## config.mk

```make
export PLATFORM = sky130hd
export DESIGN_NAME = wb_write_arbiter
export DESIGN_NICKNAME = d
export VERILOG_FILES = /design/src/rtl/wb_write_arbiter.sv
export SDC_FILE = /design/constraint.sdc
export NUM_CORES = 1
export LEC_CHECK = 0
export BUFFER_PORTS_ARGS = -buffer_cell sky130_fd_sc_hd__buf_4
export CAP_MARGIN = 20
export CORE_MARGIN = 10
export CORE_UTILIZATION = 55
export CTS_CLUSTER_SIZE = 25
export DETAILED_ROUTE_END_ITERATION = 6
export GPL_TIMING_DRIVEN = 0
export MAX_ROUTING_LAYER = met4
export PLACE_DENSITY = 0.91
export SYNTH_ARGS = -nofsm -noshare
export SYNTH_HDL_FRONTEND = slang
export SYNTH_SLANG_ARGS = --single-unit
```

## constraint.sdc

```tcl
create_clock -name clk -period 4.6 [get_ports clk]
set_input_delay 0.46 -clock clk [delete_from_list [all_inputs] [get_ports clk]]
set_output_delay 0.46 -clock clk [all_outputs]
set_load 0.005 [all_outputs]
```

## src/rtl/wb_write_arbiter.sv

```systemverilog
// Register-file writeback arbiter: single-cycle A port has strict priority over a 4-entry B FIFO.
// Define WB_BYPASS_EN to build the pending-write bypass lookup (qry_*); otherwise qry_* are tied to 0.
module wb_write_arbiter #(
    parameter int DEPTH = 4
) (
    input  logic        clk,
    input  logic        reset,
    input  logic        a_valid,
    input  logic [4:0]  a_rd,
    input  logic [31:0] a_data,
    input  logic        b_valid,
    input  logic [4:0]  b_rd,
    input  logic [31:0] b_data,
    output logic        b_ready,
    output logic        wr_en,
    output logic [4:0]  wr_reg,
    output logic [31:0] wr_data,
    output logic [2:0]  b_count,
    input  logic [4:0]  qry_reg,
    output logic        qry_hit,
    output logic [31:0] qry_data
);
    localparam int         PW   = $clog2(DEPTH);
    localparam logic [2:0] FULL = 3'(DEPTH);

    logic [4:0]    fifo_rd   [DEPTH];
    logic [31:0]   fifo_data [DEPTH];
    logic [PW-1:0] rptr;
    logic [PW-1:0] wptr;
    logic [2:0]    count;
    logic          a_eff;
    logic          push;
    logic          pop;

    assign a_eff   = a_valid && (a_rd != 5'd0);
    assign b_ready = !reset && (count < FULL);
    // rd=0 transfers complete the handshake but never occupy a slot
    assign push    = b_valid && b_ready && (b_rd != 5'd0);
    assign pop     = !a_eff && (count != 3'd0);
    assign b_count = count;

    always_ff @(posedge clk) begin
        if (reset) begin
            wr_en   <= 1'b0;
            wr_reg  <= 5'd0;
            wr_data <= 32'd0;
            rptr    <= '0;
            wptr    <= '0;
            count   <= 3'd0;
        end else begin
            if (a_eff) begin
                wr_en   <= 1'b1;
                wr_reg  <= a_rd;
                wr_data <= a_data;
            end else if (pop) begin
                wr_en   <= 1'b1;
                wr_reg  <= fifo_rd[rptr];
                wr_data <= fifo_data[rptr];
            end else begin
                wr_en <= 1'b0;
            end
            if (push)
                wptr <= wptr + PW'(1);
            if (pop)
                rptr <= rptr + PW'(1);
            case ({push, pop})
                2'b10:   count <= count + 3'd1;
                2'b01:   count <= count - 3'd1;
                default: count <= count;
            endcase
        end
    end

    // Storage needs no reset: entries are only valid inside the rptr/count window
    always_ff @(posedge clk) begin
        if (push) begin
            fifo_rd[wptr]   <= b_rd;
            fifo_data[wptr] <= b_data;
        end
    end

`ifdef WB_BYPASS_EN
    always_comb begin
        qry_hit  = 1'b0;
        qry_data = wr_data;
        if (qry_reg != 5'd0) begin
            if (wr_en && (wr_reg == qry_reg))
                qry_hit = 1'b1;
            // Walk oldest to youngest so the last match wins
            for (int k = 0; k < DEPTH; k++) begin
                if ((3'(k) < count) && (fifo_rd[rptr + PW'(k)] == qry_reg)) begin
                    qry_hit  = 1'b1;
                    qry_data = fifo_data[rptr + PW'(k)];
                end
            end
        end
    end
`else
    logic unused_qry;
    assign unused_qry = ^qry_reg;
    assign qry_hit    = 1'b0;
    assign qry_data   = 32'd0;
`endif

endmodule
```

Word level (Yosys, flattened, before mapping)
Memories as Yosys holds them, arrays and structs flattened. A register that Yosys moved wholly into a read port is not among the register bits.
Index checks and enable logic that the tools add are counted.
{ "word_totals": {"ff_bits": 45, "latch_bits": 0, "mem_bits_rw": 148, "rom_bits": 0, "input_bits": 83, "output_inout_bits": 75, "elab_cells": 40, "memories": 2} }
{ "mem_list": {"columns": ["name", "depth", "word_bits", "rd", "rd_ports_with_merged_regs", "wr", "line_no", "source"], "rows": [
  ["fifo_data", 4, 32, 1, 1, 1, "27", "logic [31:0] fifo_data [DEPTH];"],
  ["fifo_rd", 4, 5, 1, 1, 1, "26", "logic [4:0] fifo_rd [DEPTH];"]
]} }
{ "op_classes": {"addsub": 4, "multipliers": 0, "n_div": 0, "n_lt_le_gt_ge": 1, "n_eq_ne": 2, "n_shift": 0, "muxes": 13, "n_bitwise": 0, "reduce_logical": 12} }
{ "op_table": {"columns": ["cell", "n"], "rows": [
  ["2-to-1 mux 32 bit", 2],
  ["2-to-1 mux 5 bit", 2],
  ["nonzero test 5 bit", 2],
  ["2-to-1 mux 2 bit", 4],
  ["case mux 3 bit (2 select lines)", 1],
  ["logical AND 1 bit", 5],
  ["adder 2 x 1 -> 2 bit (second input constant)", 2],
  ["2-to-1 mux 1 bit", 4],
  ["nonzero test 2 bit", 2],
  ["adder 3 x 1 -> 3 bit (second input constant)", 1],
  ["< comparator 3 bit (second input constant)", 1],
  ["nonzero test 3 bit", 1],
  ["subtractor 3 x 1 -> 3 bit (second input constant)", 1],
  ["equality test 2 x 1 -> 1 bit (second input constant)", 1],
  ["equality test 2 bit (second input constant)", 1],
  ["zero test 1 bit", 2]
]} }

Longest topological paths before layout
Gate-level depths: netlist of run 1.
{ "logic_depth": {"depth_word": 6, "ltp_mapped": 11, "mapped_depth_nobuf": 9} }

Worst setup path before layout of run 1
OpenSTA, ideal clock, no wires.
{ "synth_path": {"path_type": "input port to flip-flop", "from": "in reset", "to": "mem fifo_data[0][0], enable pin", "setup_time_ps": 431, "t_arrival_ps": 2384, "t_required_ps": 4169, "slack_ps": 1785, "stages": 3, "path_cell_list": "nor2_1 o211ai_1 nor2_1"} }
{ "synth_between": {"elab_chain_cells": 6} }
{ "synth_lines": {"columns": ["item", "line_no", "source"], "rows": [
  ["from (decl)", "7", "input logic reset,"],
  ["zero test 1 bit", "36", "assign b_ready = !reset && (count < FULL);"],
  ["logical AND 1 bit", "36", null],
  ["logical AND 1 bit (2 in a row)", "38", "assign push = b_valid && b_ready && (b_rd != 5'd0);"],
  ["2-to-1 mux 1 bit", "76", "if (push) begin"],
  ["2-to-1 mux 1 bit (not written as such)", "78", "fifo_data[wptr] <= b_data;"],
  ["to (decl)", "27", null]
]} }
Every way passes these cells.

Worst setup path after layout of run 1
{ "layout_path": {"from": "in b_rd[1]", "to": "reg count[2], in the netlist b_count[2]"} }
{ "layout_between": {"elab_chain_cells": 4} }
{ "layout_lines": {"columns": ["item", "line_no", "source"], "rows": [
  ["from (decl)", "12", "input logic [4:0] b_rd,"],
  ["nonzero test 5 bit *", "38", null],
  ["logical AND 1 bit *", "38", null],
  ["equality test 2 x 1 -> 1 bit or equality test 2 bit (tied branches)", "66", "case ({push, pop})"],
  ["case mux 3 bit (2 select lines) or nonzero test 2 bit (tied branches)", null, null],
  ["to (signal assigned)", "67", "2'b10: count <= count + 3'd1;"],
  ["to (signal assigned)", "68", "2'b01: count <= count - 3'd1;"],
  ["to (signal assigned)", "69", "default: count <= count;"],
  ["to (decl)", "30", "logic [2:0] count;"]
]} }
Mark *: on every way between the ends. The rest lies on a longest branch, timed or not.
A chain may end at the register's enable or synchronous reset.

==> impl_metrics.ini, run 1 <==
[status]
run_status = completed

[global_route]
grt_pass1_wl_mm = 29.2
number_of_antenna_violations_at_the_first_check_in_global_routing = 0
grt_use_total = 0.201
grt_start_max_net_pins = 22
global_route.overflow_total = 0
vias_in_the_first_global_route = 5153

[drt]
dr_total_vias = 4859
via_per_inst = 5.65
1st_pass_router_iterations = 7
drc_errors = 0
drt_wl_total_mm = 18.9
antenna_left = 0
detail_route.iter0.violations = 578
routed_wire_length_per_instance_microns = 21.9

[timing]
timing.clock.skew_ps = 7.92
setup-violations-final = 0
fin_ws_ps = 1600
max_slew.worst_pin.slew_ps = 937
final_critical_path_share_of_the_clock_period = 0.653
timing.setup.tns_ps = 0
min_period_ps = 3000
hold_viol = 0
relSlewSlack = 0.373
max_freq_ghz = 0.333
slew_violations = 0
grt_setup_unrepaired = false

[final_layout]
diodes = 0
largest_register = fifo_data
n_fill_cell = 908
area_occupied_by_multi_input_gates_sq_um = 2020
mostFrequentLayoutCell = sky130_fd_sc_hd__buf_4
fraction_of_final_layout_cells_with_drive_strength_greater_than_1 = 0.351
synthToLayoutAreaGrowth_pct = 25.0
fin_nets = 756
max_ffs_per_register = 128
largest_registers = fifo_data: 128 flops, wr_data: 32 flops, fifo_rd: 20 flops
mostFrequentLayoutCells = sky130_fd_sc_hd__buf_4 (154), sky130_fd_sc_hd__edfxtp_1 (148), sky130_fd_sc_hd__dfxtp_1 (47)
area_occupied_by_registers_sq_um = 5390

[logic_synthesis]
synth.distinct_cells = 33
ff_latch_count_synth = 195
yosys_warnings = 0
netlist.top_cell.by_area = sky130_fd_sc_hd__edfxtp_1
yosysSeqAreaShare = 0.700
yosysTopAreaCellShare = 0.578
synthesis.area_sq_um = 7690
synthTopCellsByArea = sky130_fd_sc_hd__edfxtp_1 (58%), sky130_fd_sc_hd__dfxtp_1 (12%), sky130_fd_sc_hd__mux4_2 (11%)
post_synth.cell_area_avg_sq_um = 15.6
postSynthCellCount = 493

[place]
placement.io_buffers = 119
place.detailed.hpwl_mm = 13.3
globalplace.congestion = 0.774
dp_slack_ps = 1170

[floorplanning]
die_area_sq_um = 19100
die_w_microns = 138
core-area_sq_um = 13800
fp-row-count = 43
initial_core_util = 0.559
io-pin-count = 158
die_height_microns = 138

[power]
irDropWorstVdd_uv = 414
power_uw = 4710
pwr_per_cell_area_nw_per_um2 = 490
total_leakage_power_uw = 0.00354

[clock_tree]
clock_tree.htree_level_count = 4
clkSlewWorstSetupHoldPaths_ps = 60
tritoncts_num_sinks = 195
cts_root_buf = sky130_fd_sc_hd__clkbuf_16
cts.path.max_buffers = 2
post_cts.resized_instances = 0
post-cts-setup-buffer-count = 0
insertion_delay_ps = 420
tritoncts = built
hold_buffers = 0
tritoncts.num_buffers = 17

[worst_setup_path]
cp_data_required_time_ps = 4950
crit_type = in -> reg
critical_path.endpoint_type = flop
setup.worst_path.start_class = input port
cp_max_fo = 5
arrival_ps = 3360

[job]
max-cap-violations = 0

[worst_hold_path]
min_path_type = in -> reg
per-layer routing:
metal	GRT usage	share of wire
met1	0.236	0.39
met2	0.328	0.51
met3	0.0421	0.068
met4	0.0916	0.027
met5	-	0
kinds of logic after synthesis:
family / count (synthesis) / share of synthesized area
adder cells (fa/ha/maj): 6 / 0.0107
AO/OA/AOI/OAI: 85 / 0.0691
other: 1 / 0.000487
buffers and inverters: 73 / 0.0569
flip-flops: 195 / 0.700
multiplexers: 40 / 0.113
AND/OR/NAND/NOR: 90 / 0.0468
XOR/XNOR: 3 / 0.00342
worst paths after layout:
kind                            from  depth (start not counted)                    endpoint  slack [ps]
max                          b_rd[1]                          9     b_count[2]$_SDFFE_PP0P_        1600
min                       b_data[25]                          1  fifo_data[2][25]$_DFFE_PP_         230
max reg2reg  b_count[2]$_SDFFE_PP0P_                         10     b_count[2]$_SDFFE_PP0P_        1730
min reg2reg     rptr[1]$_SDFFE_PP0P_                          2        rptr[1]$_SDFFE_PP0P_         500
where the power goes:
group	switching (uW)	internal, uW	leakage (uW)	total, uW
clock network	605	764	0.000254	1370
logic	671	526	0.00155	1200
registers	78.5	2060	0.00173	2140
total	1350	3350	0.00354	4710
stage by stage:
stage	instance area [sq um]	hold slack [ps]	cells	utilization
CTS	9620	217	860	0.698
detailed placement	9070	493	828	0.659
global placement	8930	461	824	0.649
finish	9620	232	860	0.698
global route	9620	224	860	0.698
floorplan	7810	453	525	-
layout make-up:
class,instances,area share
buffer,62,0.0412
clock buffer,25,0.0484
clock inverter,7,0.00807
inverter,11,0.00429
multi-input combinational,257,0.210
sequential,195,0.560
tap,180,0.0234
timing repair buffer,123,0.104
cells in the mapped netlist (all sizes together):
master and instances:
a22oi 2, nor3 1, nor2 48, mux2i 1, fa 1, mux2 2, o31ai 1, edfxtp 148
or4 3, mux4 37, or3 2, ha 5, o21ai 3, xor2 2, buf 50, clkbuf 12
a211oi 35, xnor2 1, conb 1, a21oi 41, o211ai 2, inv 11, o21a 1, dfxtp 47
nand3 1, nand2 35
worst max-delay path: stages:
cell                       delay [ps]
sky130_fd_sc_hd__buf_4            130
sky130_fd_sc_hd__or4_1            600
sky130_fd_sc_hd__o211ai_1         780
sky130_fd_sc_hd__ha_1             330
sky130_fd_sc_hd__inv_1             70
sky130_fd_sc_hd__fa_1             380
sky130_fd_sc_hd__xor2_1           160
sky130_fd_sc_hd__or3_1            320
sky130_fd_sc_hd__a21oi_1          140
Power figures use the tool's default switching activity.
==> run 2, diff against run 1 <==
--- a/config.mk
+++ b/config.mk
@@ -8,12 +8,12 @@
 export BUFFER_PORTS_ARGS = -buffer_cell sky130_fd_sc_hd__buf_4
 export CAP_MARGIN = 20
 export CORE_MARGIN = 10
-export CORE_UTILIZATION = 55
+export CORE_UTILIZATION = 54
 export CTS_CLUSTER_SIZE = 25
 export DETAILED_ROUTE_END_ITERATION = 6
 export GPL_TIMING_DRIVEN = 0
 export MAX_ROUTING_LAYER = met4
-export PLACE_DENSITY = 0.91
+export PLACE_DENSITY = 0.9
 export SYNTH_ARGS = -nofsm -noshare
 export SYNTH_HDL_FRONTEND = slang
 export SYNTH_SLANG_ARGS = --single-unit
==> constraint.sdc (replaced) <==
create_clock -name clk -period 3.05 [get_ports clk]
set_input_delay 0.305 -clock clk [delete_from_list [all_inputs] [get_ports clk]]
set_output_delay 0.305 -clock clk [all_outputs]
set_load 0.005 [all_outputs]
==> run 2 against run 1 <==
Largest power group unchanged. Wire length rose by 5.7%. Clock-buffer cell count fell by 1. Clock power rose by 70%. Final cell count did not move. Final area rose by 0.90%. Sequential power rose by 52%. Worst setup slack got worse by 1500 ps.
==> impl_metrics.ini, run 2 (synthesized netlist as in run 1, its figures left out) <==
[status]
run_status = completed

[global_route]
grt_pass1_wl_mm = 30.0
vias_in_the_first_global_route = 5194
grt_use_total = 0.206
number_of_antenna_violations_at_the_first_check_in_global_routing = 0
global_route.overflow_total = 0
grt_start_max_net_pins = 20

[timing]
grt_setup_unrepaired = false
timing.clock.skew_ps = 7.80
hold_viol = 0
setup-violations-final = 0
max_slew.worst_pin.slew_ps = 899
max_freq_ghz = 0.342
fin_ws_ps = 130
slew_violations = 0
final_critical_path_share_of_the_clock_period = 0.958
timing.setup.tns_ps = 0
min_period_ps = 2920
relSlewSlack = 0.398

[clock_tree]
cts.path.max_buffers = 2
tritoncts_num_sinks = 195
tritoncts = built
clkSlewWorstSetupHoldPaths_ps = 70
post-cts-setup-buffer-count = 0
tritoncts.num_buffers = 17
cts_root_buf = sky130_fd_sc_hd__clkbuf_16
clock_tree.htree_level_count = 4
insertion_delay_ps = 430

[final_layout]
fin_nets = 756
synthToLayoutAreaGrowth_pct = 26.1
diodes = 0
stdcell_count = 860
max_ffs_per_register = 128
fraction_of_final_layout_cells_with_drive_strength_greater_than_1 = 0.359
area_occupied_by_multi_input_gates_sq_um = 2030
largest_register = fifo_data
mostFrequentLayoutCells = sky130_fd_sc_hd__buf_4 (154), sky130_fd_sc_hd__edfxtp_1 (148), sky130_fd_sc_hd__dfxtp_1 (47)
mostFrequentLayoutCell = sky130_fd_sc_hd__buf_4
utilization = 0.696
largest_registers = fifo_data: 128 flops, wr_data: 32 flops, fifo_rd: 20 flops
area_occupied_by_registers_sq_um = 5390
n_fill_cell = 869

[worst_setup_path]
setup.worst_path.start_class = input port
worstSetupEndpoint = b_count[2]$_SDFFE_PP0P_
worst-r2r-cell-count = 10
critPathLaunch = b_rd[1]
critical_path.endpoint_type = flop
arrival_ps = 3280
cp_data_required_time_ps = 3410
cp_max_fo = 5
critical_path.reg2reg.startpoint = b_count[2]$_SDFFE_PP0P_
rr_endpoint = b_count[2]$_SDFFE_PP0P_
setup.reg_to_reg.worst_slack_ps = 200
crit_type = in -> reg

[drt]
detail_route.iter0.violations = 497
1st_pass_router_iterations = 5
drc_errors = 0
drt_wl_total_mm = 19.9
via_per_inst = 5.83
routed_wire_length_per_instance_microns = 23.2
dr_total_vias = 5016
antenna_left = 0

[floorplanning]
io-pin-count = 158
die_height_microns = 139
die_area_sq_um = 19400
die_w_microns = 139
initial_core_util = 0.552
fp-row-count = 43
core-area_sq_um = 13900

[power]
power.internal_uw = 5310
p_clk_frac = 0.314
combinationalPowerShare = 0.247
power.net_switching_uw = 2090
pwr_per_cell_area_nw_per_um2 = 764
total_leakage_power_uw = 0.00359
power_frac_seq = 0.438
irDropWorstVdd_uv = 397
share_of_total_power_consumed_by_net_switching = 0.283

[worst_hold_path]
min_path_type = in -> reg
worst_hold_path.num_cells = 1

[place]
globalplace.congestion = 0.827
post-place-cells = 828
dp_slack_ps = -271
placement.io_buffers = 119
place.detailed.hpwl_mm = 13.5

[job]
max-cap-violations = 0
[run 2: worst min path at each step]
| stage | to | slack, ps | start |
|---|---|---|---|
| 4_1_cts | fifo_data[1][22]$_DFFE_PP_ | 60 | b_data[22] |
| 5_1_grt | fifo_data[3][6]$_DFFE_PP_ | 60 | b_data[6] |
| 2_1_floorplan | fifo_data[0][0]$_DFFE_PP_ | 400 | b_data[0] |
| 3_5_place_dp | flop | 500 | rptr[1]$_SDFFE_PP0P_ |
| 6_report | fifo_data[1][22]$_DFFE_PP_ | 70 | b_data[22] |
| 3_3_place_gp | flop | 460 | rptr[1]$_SDFFE_PP0P_ |
[run 2: per-stage QoR]
| step | cell area, sq um | power (uW) | hold slack (ps) |
|---|---|---|---|
| global placement | 8930 | 4930 | 462 |
| CTS | 9700 | 7400 | 64.1 |
| floorplan | 7810 | 4340 | 404 |
| detailed placement | 9070 | 5070 | 498 |
| global route | 9700 | 7670 | 59.2 |
| finish | 9700 | 7410 | 69.7 |
[run 2: area by class of cell]
type,count,area share
flip-flops and latches,195,0.555
multi-input cells,257,0.209
repair buffers,123,0.103
clock buffers,24,0.0518
plain buffers,62,0.0409
well taps,180,0.0232
clock inverters,8,0.0125
inverters,11,0.00426
[run 2: what timing repair did]
item / in CTS / in global routing
endpoints found under the setup margin: 0 / 2
gates resized for setup: 0 / 1
hold buffers: 0 / 0
[run 2: critical path, stage by stage]
cell and delay [ps]:
sky130_fd_sc_hd__buf_4 130, sky130_fd_sc_hd__or4_1 620, sky130_fd_sc_hd__o211ai_1 760, sky130_fd_sc_hd__ha_1 330, sky130_fd_sc_hd__inv_1 70, sky130_fd_sc_hd__fa_1 390
sky130_fd_sc_hd__xor2_1 180, sky130_fd_sc_hd__or3_1 320, sky130_fd_sc_hd__a21oi_1 160
[run 2: routing by layer]
layer,up-vias,GRT usage,wire length [microns]
met5,-,-,0
met4,0,0.115,977
met3,78,0.0510,1610
met2,347,0.330,9870
met1,2438,0.232,7480
li1,2153,-,-
[run 2: power by group through the flow]
stage / clock network (uW) / registers [uW] / logic [uW]
final: 2330 / 3250 / 1830
after global routing: 2440 / 3260 / 1970
after CTS: 2340 / 3240 / 1820
after detailed placement: 0 / 3280 / 1790
after global placement: 0 / 3270 / 1660
after floorplan: 0 / 3270 / 1080
==> run 3, diff against run 2 <==
==> config.mk (replaced) <==
export PLATFORM = sky130hd
export DESIGN_NAME = wb_write_arbiter
export DESIGN_NICKNAME = d
export VERILOG_FILES = /design/src/rtl/wb_write_arbiter.sv
export SDC_FILE = /design/constraint.sdc
export NUM_CORES = 1
export LEC_CHECK = 0
export CAP_MARGIN = 20
export CORE_MARGIN = 10
export CORE_UTILIZATION = 55
export CTS_CLUSTER_SIZE = 25
export DETAILED_ROUTE_END_ITERATION = 6
export DONT_BUFFER_PORTS = 1
export GPL_TIMING_DRIVEN = 0
export MAX_ROUTING_LAYER = met4
export PLACE_DENSITY = 0.81
export SYNTH_ARGS = -nofsm -noshare
export SYNTH_HDL_FRONTEND = slang
export SYNTH_SLANG_ARGS = --single-unit
==> run 3 against run 2 <==
Worst setup slack improved by 130 ps. Clock power is 6% lower. Final cell count down 9.5%. Largest cell class unchanged.
==> impl_metrics.ini, run 3 (synthesized netlist as in run 1, its figures left out) <==
[timing]
setup-violations-final = 0
grt_setup_unrepaired = false
max_freq_ghz = 0.359
timing.clock.skew_ps = 10.3
slew_violations = 0
relSlewSlack = 0.358
timing.setup.tns_ps = 0
min_period_ps = 2790
max_slew.worst_pin.slew_ps = 959
final_critical_path_share_of_the_clock_period = 0.914
hold_viol = 0

[clock_tree]
cts_root_buf = sky130_fd_sc_hd__clkbuf_16
clock_tree.htree_level_count = 4
cts.path.max_buffers = 2
post_cts.resized_instances = 0
tritoncts_num_sinks = 195
tritoncts.num_buffers = 17
insertion_delay_ps = 420
clkSlewWorstSetupHoldPaths_ps = 60
tritoncts = built

[worst_setup_path]
crit_chain = nor3_1, buf_2, buf_1, nor2_1, ha_1, inv_1, fa_1, xor2_1, or3_1, a21oi_1
crit_family = simple AND/OR/NAND/NOR gates
critPathSlowestCell = sky130_fd_sc_hd__nor3_1
critical_path.endpoint_type = flop
setup.worst_path.start_class = flop
cp_data_required_time_ps = 3400
critical_path_buf_inv_count = 3
cp_max_fo = 10
arrival_ps = 3140
slowest_delay_ps = 460
crit_type = reg -> reg

[drt]
1st_pass_router_iterations = 5
antenna_left = 0
dr_total_vias = 4489
drc_errors = 0
routed_wire_length_per_instance_microns = 23.4
via_per_inst = 5.77
drt_wl_total_mm = 18.2
detail_route.iter0.violations = 485

[floorplanning]
initial_core_util = 0.559
io-pin-count = 158
fp-row-count = 43
core-area_sq_um = 13800
die_height_microns = 138
die_w_microns = 138
die_area_sq_um = 19100

[global_route]
global_route.usage.met3 = 0.0658
grt_pass1_wl_mm = 27.9
global_route.overflow_total = 0
vias_in_the_first_global_route = 4720
grt_start_max_net_pins = 23
number_of_antenna_violations_at_the_first_check_in_global_routing = 0
top_usage_layer = met2
global_route.usage.met1 = 0.216
grtUsageMet2 = 0.315
grt_use_total = 0.195

[worst_hold_path]
min_path_type = in -> reg

[power]
share_of_total_power_consumed_by_net_switching = 0.281
combinationalPowerShare = 0.219
irDropWorstVdd_uv = 490
power_frac_seq = 0.467
power.net_switching_uw = 1970
total_leakage_power_uw = 0.00313
power.internal_uw = 5040
p_clk_frac = 0.314
pwr_per_cell_area_nw_per_um2 = 769

[final_layout]
n_fill_cell = 987
mostFrequentLayoutCell = sky130_fd_sc_hd__edfxtp_1
max_ffs_per_register = 128
fin_nets = 674
stdcell_count = 778
synthToLayoutAreaGrowth_pct = 18.5
largest_register = fifo_data
mostFrequentLayoutCells = sky130_fd_sc_hd__edfxtp_1 (148), sky130_fd_sc_hd__dfxtp_1 (47), sky130_fd_sc_hd__nor2_1 (44)
fraction_of_final_layout_cells_with_drive_strength_greater_than_1 = 0.204
largest_registers = fifo_data: 128 flops, wr_data: 32 flops, fifo_rd: 20 flops
diodes = 0

[place]
placement.io_buffers = 0
globalplace.congestion = 0.749
place.detailed.hpwl_mm = 12.0
post-place-cells = 709

[job]
max-cap-violations = 0

[status]
run_status = completed
[run 3: area by class of cell]
cell class                      count  area, sq um  share of cell area
Tap cell                          180          225              0.0247
Buffer                             62          397              0.0435
Inverter                           11         41.3             0.00453
Multi-Input combinational cell    257         2020               0.222
Timing Repair Buffer               41          458              0.0502
Sequential cell                   195         5390               0.591
Clock inverter                     11          136              0.0150
Clock buffer                       21          450              0.0494
[run 3: power by group through the flow]
stage	registers [uW]	logic [uW]	clock network (uW)
floorplan	3270	1080	0
CTS	3280	1530	2230
global placement	3320	1370	0
detailed placement	3330	1460	0
finish	3270	1530	2200
global route	3290	1660	2330
[run 3: path summary, 6_finish.rpt]
kind	slack [ps]	endpoint	depth (start not counted)	from
hold / removal	60	wr_reg[3]$_SDFFE_PP0P_	2	a_rd[3]
hold reg to reg	510	rptr[1]$_SDFFE_PP0P_	2	rptr[1]$_SDFFE_PP0P_
setup / recovery	260	b_count[2]$_SDFFE_PP0P_	10	b_count[2]$_SDFFE_PP0P_
setup reg to reg	260	b_count[2]$_SDFFE_PP0P_	10	b_count[2]$_SDFFE_PP0P_
[run 3: worst register-to-register path: stages, from the launching register on]
cell                      delay, ps
sky130_fd_sc_hd__dfxtp_1        380
sky130_fd_sc_hd__nor3_1         460
sky130_fd_sc_hd__buf_2          340
sky130_fd_sc_hd__buf_1          410
sky130_fd_sc_hd__nor2_1         130
sky130_fd_sc_hd__ha_1           230
sky130_fd_sc_hd__inv_1           70
sky130_fd_sc_hd__fa_1           170
sky130_fd_sc_hd__xor2_1          80
sky130_fd_sc_hd__or3_1          300
sky130_fd_sc_hd__a21oi_1        140
[run 3: layer usage]
| layer | part of all wire | routed length (microns) |
|---|---|---|
| met1 | 0.38 | 6970 |
| met4 | 0.035 | 637 |
| met3 | 0.072 | 1320 |
| met2 | 0.51 | 9320 |
| met5 | 0 | 0 |
[run 3: timing repair]
item / in CTS / in global routing
buffers inserted: 0 / 0
hold endpoints to repair: 148 / 0
setup endpoints to repair: 0 / 0
hold buffers: 37 / 0
[run 3: stage by stage]
step,instance area [sq um],power [uW],util,hold slack [ps],setup WS (ps)
after global placement,8040,4690,0.584,404,-1110
after detailed placement,8160,4790,0.592,404,-80.9
after floorplan,7810,4340,-,404,326
final,9110,7000,0.662,56.3,262
after CTS,9110,7030,0.662,38.7,268
after global routing,9110,7280,0.662,39.2,61.8
